**config.mk**
```make
export PLATFORM = sky130hd
export DESIGN_NAME = mac_feeder
export DESIGN_NICKNAME = d
export VERILOG_FILES = /design/src/rtl/mac_feeder.sv
export SDC_FILE = /design/constraint.sdc
export NUM_CORES = 1
export LEC_CHECK = 0
export ABC_CLOCK_PERIOD_IN_PS = 10010
export BUFFER_PORTS_ARGS = -buffer_cell sky130_fd_sc_hd__buf_4
export CORE_AREA = 2 2 220 222
export DETAILED_ROUTE_END_ITERATION = 8
export DIE_AREA = 0 0 222 224
export PLACE_DENSITY = 0.59
export SLEW_MARGIN = 40
export SYNTH_ARGS = -nofsm -noshare
export SYNTH_HDL_FRONTEND = slang
export SYNTH_SLANG_ARGS = --single-unit
```
**constraint.sdc**
```tcl
create_clock -name clk -period 10.01 [get_ports clk]
set_clock_uncertainty 0.1 [all_clocks]
set_input_delay 2.002 -clock clk [delete_from_list [all_inputs] [get_ports clk]]
set_output_delay 2.002 -clock clk [all_outputs]
set_load 0.05 [all_outputs]
```
**src/rtl/mac_feeder.sv**
```systemverilog
// Operand sequencer for the 16-lane MAC array: streams len weight/activation vectors, then counts MAC returns.
// Optional build macro MAC_FEEDER_STALL_EN adds stall_i pacing of the ISSUE phase.
module mac_feeder #(
    parameter int WI = 8,
    parameter int N  = 16,
    parameter int AW = 8
) (
    input  logic            clk,
    input  logic            rstn,
    input  logic            start_i,
    input  logic [AW:0]     len_i,
    input  logic [AW-1:0]   w_base_i,
    input  logic [AW-1:0]   d_base_i,
`ifdef MAC_FEEDER_STALL_EN
    input  logic            stall_i,
`endif
    output logic            w_rd_en_o,
    output logic [AW-1:0]   w_addr_o,
    input  logic [N*WI-1:0] w_rdata_i,
    output logic            d_rd_en_o,
    output logic [AW-1:0]   d_addr_o,
    input  logic [N*WI-1:0] d_rdata_i,
    output logic            vld_o,
    output logic [N*WI-1:0] win_o,
    output logic [N*WI-1:0] din_o,
    input  logic            mac_vld_i,
    output logic            busy_o,
    output logic            done_o,
    output logic            err_o
);

    typedef enum logic [1:0] {IDLE, ISSUE, DRAIN, DONE} state_t;

    state_t        state;
    logic [AW:0]   len_q;
    logic [AW:0]   k_q;
    logic [AW:0]   ret_q;
    logic [AW-1:0] w_base_q;
    logic [AW-1:0] d_base_q;
    logic          rd_en_q;
    logic          rd_q;
    logic          stall;
    logic          ret_full;
    logic          ret_inc;
    logic [AW:0]   ret_next;

`ifdef MAC_FEEDER_STALL_EN
    assign stall = stall_i;
`else
    assign stall = 1'b0;
`endif

    assign w_rd_en_o = rd_en_q;
    assign d_rd_en_o = rd_en_q;

    // A return beyond len is an error and must not advance the counter.
    always_comb begin
        ret_full = (ret_q == len_q);
        ret_inc  = mac_vld_i && !ret_full;
        ret_next = ret_q + {{AW{1'b0}}, ret_inc};
    end

    always_ff @(posedge clk or negedge rstn) begin
        if (!rstn) begin
            state    <= IDLE;
            len_q    <= '0;
            k_q      <= '0;
            ret_q    <= '0;
            w_base_q <= '0;
            d_base_q <= '0;
            rd_en_q  <= 1'b0;
            rd_q     <= 1'b0;
            w_addr_o <= '0;
            d_addr_o <= '0;
            vld_o    <= 1'b0;
            win_o    <= '0;
            din_o    <= '0;
            busy_o   <= 1'b0;
            done_o   <= 1'b0;
            err_o    <= 1'b0;
        end else begin
            rd_en_q <= 1'b0;
            done_o  <= 1'b0;
            rd_q    <= rd_en_q;
            vld_o   <= rd_q;
            if (rd_q) begin
                win_o <= w_rdata_i;
                din_o <= d_rdata_i;
            end

            case (state)
                IDLE: begin
                    if (start_i) begin
                        len_q    <= len_i;
                        w_base_q <= w_base_i;
                        d_base_q <= d_base_i;
                        ret_q    <= '0;
                        err_o    <= mac_vld_i;
                        busy_o   <= 1'b1;
                        if (len_i == '0) begin
                            k_q    <= '0;
                            done_o <= 1'b1;
                            state  <= DONE;
                        end else begin
                            // First beat issues straight out of IDLE so reads start at T+1.
                            k_q      <= {{AW{1'b0}}, 1'b1};
                            rd_en_q  <= 1'b1;
                            w_addr_o <= w_base_i;
                            d_addr_o <= d_base_i;
                            state    <= ISSUE;
                        end
                    end else if (mac_vld_i) begin
                        err_o <= 1'b1;
                    end
                end

                ISSUE: begin
                    ret_q <= ret_next;
                    if (mac_vld_i && ret_full) err_o <= 1'b1;
                    if (k_q == len_q) begin
                        state <= DRAIN;
                    end else if (!stall) begin
                        rd_en_q  <= 1'b1;
                        w_addr_o <= w_base_q + k_q[AW-1:0];
                        d_addr_o <= d_base_q + k_q[AW-1:0];
                        k_q      <= k_q + 1'b1;
                    end
                end

                DRAIN: begin
                    ret_q <= ret_next;
                    if (mac_vld_i && ret_full) err_o <= 1'b1;
                    if (ret_next == len_q) begin
                        done_o <= 1'b1;
                        state  <= DONE;
                    end
                end

                DONE: begin
                    if (mac_vld_i) err_o <= 1'b1;
                    busy_o <= 1'b0;
                    state  <= IDLE;
                end

                default: state <= IDLE;
            endcase
        end
    end

endmodule

```
==> results.md, run 1 <==
* Initial antenna violation count at 7
* CP required at 10.37 ns
* Pin count of the biggest net entering global routing at 99
* Startpoint type of the worst setup path: input port
* Sequential fraction of the synthesis area at 0.598
* CP Data Arrival Time at slightly above 4 ns
* First-pass DRT Iterations at 4
* DR vias at 9802
* Critical-path maximum fanout at 6
* Die width at 222 µm
* Mapped Nets at 1259
* RSZ-0062 raised after global routing: no
* Reg2Reg Depth at 12
* Worst Path Buf+Inv at 1
* End of the worst register-to-register path: state[1]
* Vias in the first global route at a little over 10000
* CP delay by family, top: simple AND/OR/NAND/NOR gates
* Worst Setup Slack, final at 6.25 ns
* # fillers at 4463
* First-pass GRT wire length at 63100 µm
* Drt drc at 0
* Die area at just under 0.05 mm²
* Sequential cell area at a little over 0.008 mm²
* Detailed placement HPWL at 32100 µm
* Crit-path cells: buf_4, and2_1, ha_1, ha_1, and2_1, o21ai_0, a31oi_1, nor4_1, a311oi_1, a31oi_1
* Crit Path Class: in2reg
* Post-Syn Area at between 0.01 and 0.015 mm²
* Root Driver: clkbuf_16
* Core area at 0.0473 mm²
* Outcome: finished, final reports clean
* CTS HTree Levels at 2
* GR Util All Layers at 0.166
* # nets final at ~1800
* Hold buffer count at CTS at 0
* DRT iter0 DRCs at 496
* Hold_sp: d_rd_en_o
* Critical path capture point type: flop
* Worst reg2reg setup slack at 6.32 ns
* Clock sinks at 323
* Routability congestion estimate at ~0.85
* Ys Warns at 0
* Ports at 563
* Slew Limit Fails at 0
* Vias/cell at between 4 and 5
* Routed length per instance at 19.5 µm
* Final setup TNS at 0 ns
* Setup bufs post-CTS at 0
* Setup-failing EPs final at 0
* Multi-input logic area at 0.00516 mm²
* Yosys reg bits at 323
* Netlist cell types at 53
* Crit path largest cell delay at 0.59 ns
* PortBufs at 562
* Max Fclk at ~0.27 GHz
* Worst Hold Path Cells at 0
* Max Root-Sink Buffers at 3
* Synth Instances at 950
* Fin crit share at 0.375
* Max-cap violations at 0
* Final WL at ~42000 µm
* Final Hold Viols at 0
* Slowest-stage cell, CP: nor4_1
* Layout Utilization at 0.415
* CTS tree: done
* Dpl ws at 5.63 ns
* Worst-path clk slew at 0.06 ns
* Share of cells above drive strength 1 at 0.599
* Antenna Violating Nets Remaining at 0
* Rel. slew slack at 0.477
* Worst min-delay path category: reg2reg
* Avg Inst Size Synth at between 10 and 15 µm²
* WHS Endpoint: rd_q
* Initial Util at 0.285
* Clk_lat worst skew at ~0.53 ns
* FF-to-FF Start: ret_q[4]
* Resized Gates After CTS at 0
* GRT Residual Overflow at 0
* Die Height at about 220 µm
* TritonCTS Buffers at 38
* Worst-Margin Slew at 0.785 ns
* Layout area overhead at 45.3%
* Crit path time final at 3.76 ns
* Row cnt at 80
stage by stage:
stage	instance area (µm²)	hold WS, ns	instances
2_1_floorplan	13500	0.306	950
4_1_cts	19600	0.368	2151
5_1_grt	19600	0.396	2154
6_report	19600	0.366	2155
3_5_place_dp	18400	0.357	2088
3_3_place_gp	18400	0.357	2087
cell families after synthesis:
group                    after synthesis  share of synthesized area
flip-flops                           323                      0.598
multiplexers                         293                      0.243
AND/OR/NAND/NOR                      129                     0.0506
AO/OA/AOI/OAI                         78                     0.0394
buffers and inverters                 64                     0.0203
XOR/XNOR                              39                     0.0253
adder cells (fa/ha/maj)               24                     0.0233
flip-flops by register name, summed over array words and instances, names as in the netlist:
| register | cells |
|---|---|
| win_o | 128 |
| k_q | 9 |
| ret_q | 9 |
| state | 2 |
| w_addr_o | 8 |
| w_base_q | 8 |
| len_q | 9 |
| busy_o | 1 |
| done_o | 1 |
| rd_q | 1 |
| vld_o | 1 |
| d_base_q | 8 |
| d_addr_o | 8 |
| err_o | 1 |
| din_o | 128 |
| d_rd_en_o | 1 |
placed cells by master (no fill, tap or decap), types with 12 or more instances in the layout:
master / count
a21oi_1: 12
buf_4: 563
clkbuf_16: 38
dfrtp_1: 322
ha_1: 22
inv_1: 17
mux2_2: 281
mux2i_1: 12
nand2_1: 35
nand3_1: 13
nor2_1: 21
o21ai_0: 30
xnor2_1: 21
xor2_1: 18
how the worst max path moves through the flow:
stage / start / end / slack [ns] / depth (start not counted)
after floorplan: mac_vld_i / state[1] / 6.08 / 8
after global routing: ret_q[4] / state[1] / 6.04 / 12
after global placement: mac_vld_i / state[1] / 5.76 / 9
final: mac_vld_i / state[1] / 6.25 / 10
after detailed placement: mac_vld_i / state[1] / 5.63 / 9
after CTS: mac_vld_i / state[1] / 6.22 / 9
per-layer routing:
layer,vias up,global-route usage,wire length (µm)
met5,-,0,74
met4,10,0.0508,1080
met3,77,0.0534,2880
met2,318,0.304,22500
met1,4881,0.183,15500
li1,4516,-,-
area by class of cell:
cell class,count,share of cell area
repair buffers,572,0.223
clock buffers,54,0.0566
inverters,17,0.00325
flip-flops and latches,323,0.412
multi-input cells,563,0.263
diodes,2,0.000255
well taps,615,0.0392
clock inverters,9,0.00350
synthesized netlist by cell type, drive strengths merged:
cell	instances	area share
a211o	1	0.00065
a211oi	2	0.0011
a21bo	1	0.00074
a21o	4	0.0022
a21oi	12	0.0044
a22o	7	0.0045
a311oi	1	0.00065
a31oi	4	0.0019
a32o	2	0.0015
a41oi	1	0.0020
and2	5	0.0023
and3	4	0.0019
and4	1	0.00065
buf	16	0.0069
clkbuf	31	0.0086
dfrtp	323	0.60
fa	2	0.0030
ha	22	0.020
inv	17	0.0047
mux2	281	0.23
mux2i	12	0.0089
nand2	35	0.0097
nand2b	7	0.0032
nand3	14	0.0056
nand3b	5	0.0028
nand4	9	0.0042
nor2	22	0.0063
nor2b	6	0.0028
nor3	10	0.0037
nor4	3	0.0030
o211ai	2	0.0011
o21ai	32	0.013
o221ai	2	0.0013
o311ai	2	0.0013
o31a	2	0.0013
o32ai	1	0.00065
o41ai	2	0.0013
or2	1	0.00046
or3	3	0.0014
or4	3	0.0019
or4b	1	0.00074
xnor2	21	0.014
xor2	18	0.012
Power of run 1 is left out: the tool's default activity adds up to more than one toggle a clock period on the data nets, which glitch-free logic cannot reach.
==> run 2, diff against run 1 <==
==> config.mk (replaced) <==
export PLATFORM = sky130hd
export DESIGN_NAME = mac_feeder
export DESIGN_NICKNAME = d
export VERILOG_FILES = /design/src/rtl/mac_feeder.sv
export SDC_FILE = /design/constraint.sdc
export NUM_CORES = 1
export LEC_CHECK = 0
export ABC_CLOCK_PERIOD_IN_PS = 3350
export BUFFER_PORTS_ARGS = -buffer_cell sky130_fd_sc_hd__buf_4
export CORE_AREA = 2 2 219 221
export DETAILED_ROUTE_END_ITERATION = 8
export DIE_AREA = 0 0 221 223
export PLACE_DENSITY = 0.62
export SLEW_MARGIN = 40
export SYNTH_ARGS = -nofsm -noshare
export SYNTH_HDL_FRONTEND = slang
export SYNTH_SLANG_ARGS = --single-unit
==> constraint.sdc (replaced) <==
create_clock -name clk -period 3.35 [get_ports clk]
set_clock_uncertainty 0.1 [all_clocks]
set_input_delay 0.67 -clock clk [delete_from_list [all_inputs] [get_ports clk]]
set_output_delay 0.67 -clock clk [all_outputs]
set_load 0.05 [all_outputs]
==> run 2 against run 1 <==
Effect of this change:
- critical path depth up 3
- register-to-register slack lost 6.2 ns
- first-iteration DRC count is 10% lower
- die area down 0.89%
- global-route usage up 0.14 points
- critical endpoint unchanged
- highest routed layer unchanged
==> results.md, run 2 (synthesis gave the netlist of run 1 again) <==
* End of the worst register-to-register path: state[1]
* Critical-path maximum fanout at 6
* Row cnt at 80
* Root Driver: clkbuf_16
* Max-cap violations at 0
* RSZ-0062 raised after global routing: no
* Detailed placement HPWL at 33000 µm
* Most frequent cells in the layout: buf_4, dfrtp_1, mux2_2
* Worst Hold Path Cells at 2
* First-pass GRT wire length at 63800 µm
* Most common cell after layout, fill and taps aside: buf_4
* Slowest-stage cell, CP: or4_4
* Worst Path Buf+Inv at 1
* Final WL at 42400 µm
* Placed cell area at about 0.019 mm²
* Placed insts at about 2100
* Initial antenna violation count at 1
* Core area at 0.0471 mm²
* CTS tree: done
* Antenna Cells at 0
* Reg2Reg Depth at 13
* CP most frequent cell: and3_1
* FF-to-FF Start: len_q[7]
* DRT iter0 DRCs at 445
* Critical path capture point type: flop
* Worst-path clk slew at 0.06 ns
* Crit path largest cell delay at about 0.50 ns
* CTS HTree Levels at 2
* Outcome: finished, final reports clean
* Ports at 563
* Initial Util at 0.287
* Max Root-Sink Buffers at 3
* Top Registers: din_o x128, win_o x128
* Vias in the first global route at approximately 10000
* CP required at 3.66 ns
* Hold_sp: w_rdata_i[112]
* Max Fclk at around 0.31 GHz
* CP Data Arrival Time at 3.53 ns
* DR vias at between 9000 and 10000
* Clk_lat worst skew at 0.54 ns
* Routed length per instance at roughly 19 µm
* Vias/cell at 4.54
* WHS Endpoint: win_o[112]
* Routability congestion estimate at 0.846
* GR Util All Layers at 0.167
* Rel. slew slack at 0.501
* GRT Residual Overflow at 0
* Drt drc at 0
* Share of cells above drive strength 1 at 0.608
* Pin count of the biggest net entering global routing at 67
* Crit path time final at between 3 and 4 ns
* Fin crit share at 0.962
* Final Instance Area at 0.0200 mm²
* Slew Limit Fails at 0
* Post-Layout Cell Count at 2188
* Final setup TNS at 0 ns
* # nets final at 1856
* First-pass DRT Iterations at 4
* Clock sinks at around 320
* Worst-Margin Slew at 0.743 ns
* Die width at 221 µm
* CP delay by family, top: simple AND/OR/NAND/NOR gates
* Worst min-delay path category: in2reg
* Final Hold Viols at 0
* Die area at 0.0493 mm²
* Layout area overhead at 48.0%
* Crit Path Class: reg2reg
* Antenna Violating Nets Remaining at 0
* Die Height at 223 µm
* Worst reg2reg setup slack at 0.13 ns
* PortBufs at 562
* Setup-failing EPs final at 0
* TritonCTS Buffers at 39
* Crit-path cells: xnor2_2, nand4_1, or4_4, and2_1, ha_1, ha_2, and3_1, and3_1, nand3_1, o311ai_1, buf_4, a311oi_1, a31oi_1
* Startpoint type of the worst setup path: flop
## run 2: repair_timing
item,4_1_cts,5_1_grt
pin swaps,0,1
resized for setup,4,2
setup buffers,1,1
cloned,0,0
endpoints found under the setup margin,2,2
hold buffers,1,0
hold endpoints to repair,16,0
## run 2: worst max path at each step
stage,cells past startpoint,end,slack [ns],from
after floorplan,12,state[1],0.12,ret_q[4]
after global placement,13,state[1],-0.02,len_q[6]
after detailed placement,13,state[1],-0.07,len_q[6]
after CTS,13,state[1],0.03,len_q[7]
after global routing,13,state[1],0.005,len_q[4]
final,13,state[1],0.13,len_q[7]
## run 2: metal layers
layer	wire [µm]	vias up	global-route usage
li1	-	4574	-
met1	16700	4966	0.196
met2	22100	323	0.297
met3	2360	69	0.0428
met4	1210	2	0.0569
met5	7	-	0
## run 2: through the flow
stage | utilization | hold WS, ns | setup WS, ns
floorplan | - | 0.274 | 0.119
global placement | 0.397 | 0.320 | -0.0167
detailed placement | 0.397 | 0.317 | -0.0708
CTS | 0.424 | 0.207 | 0.0334
global route | 0.424 | 0.219 | 0.00453
finish | 0.424 | 0.247 | 0.127
## run 2: area by class of cell
cell class	instances	area, µm²
clock buffers	51	1050
clock inverters	16	205
fillers	4414	27100
inverters	17	63.8
multi-input cells	563	5180
flip-flops and latches	323	8090
well taps	615	769
repair buffers	603	4650
## run 2: worst reg2reg max path: stages, from the launching register on
cell and delay (ns):
dfrtp_1 0.43, xnor2_2 0.21, nand4_1 0.11, or4_4 0.50, and2_1 0.19, ha_1 0.19
ha_2 0.21, and3_1 0.23, and3_1 0.20, nand3_1 0.09, o311ai_1 0.11, buf_4 0.16
a311oi_1 0.26, a31oi_1 0.08
Power of run 2 is left out for the same reason.
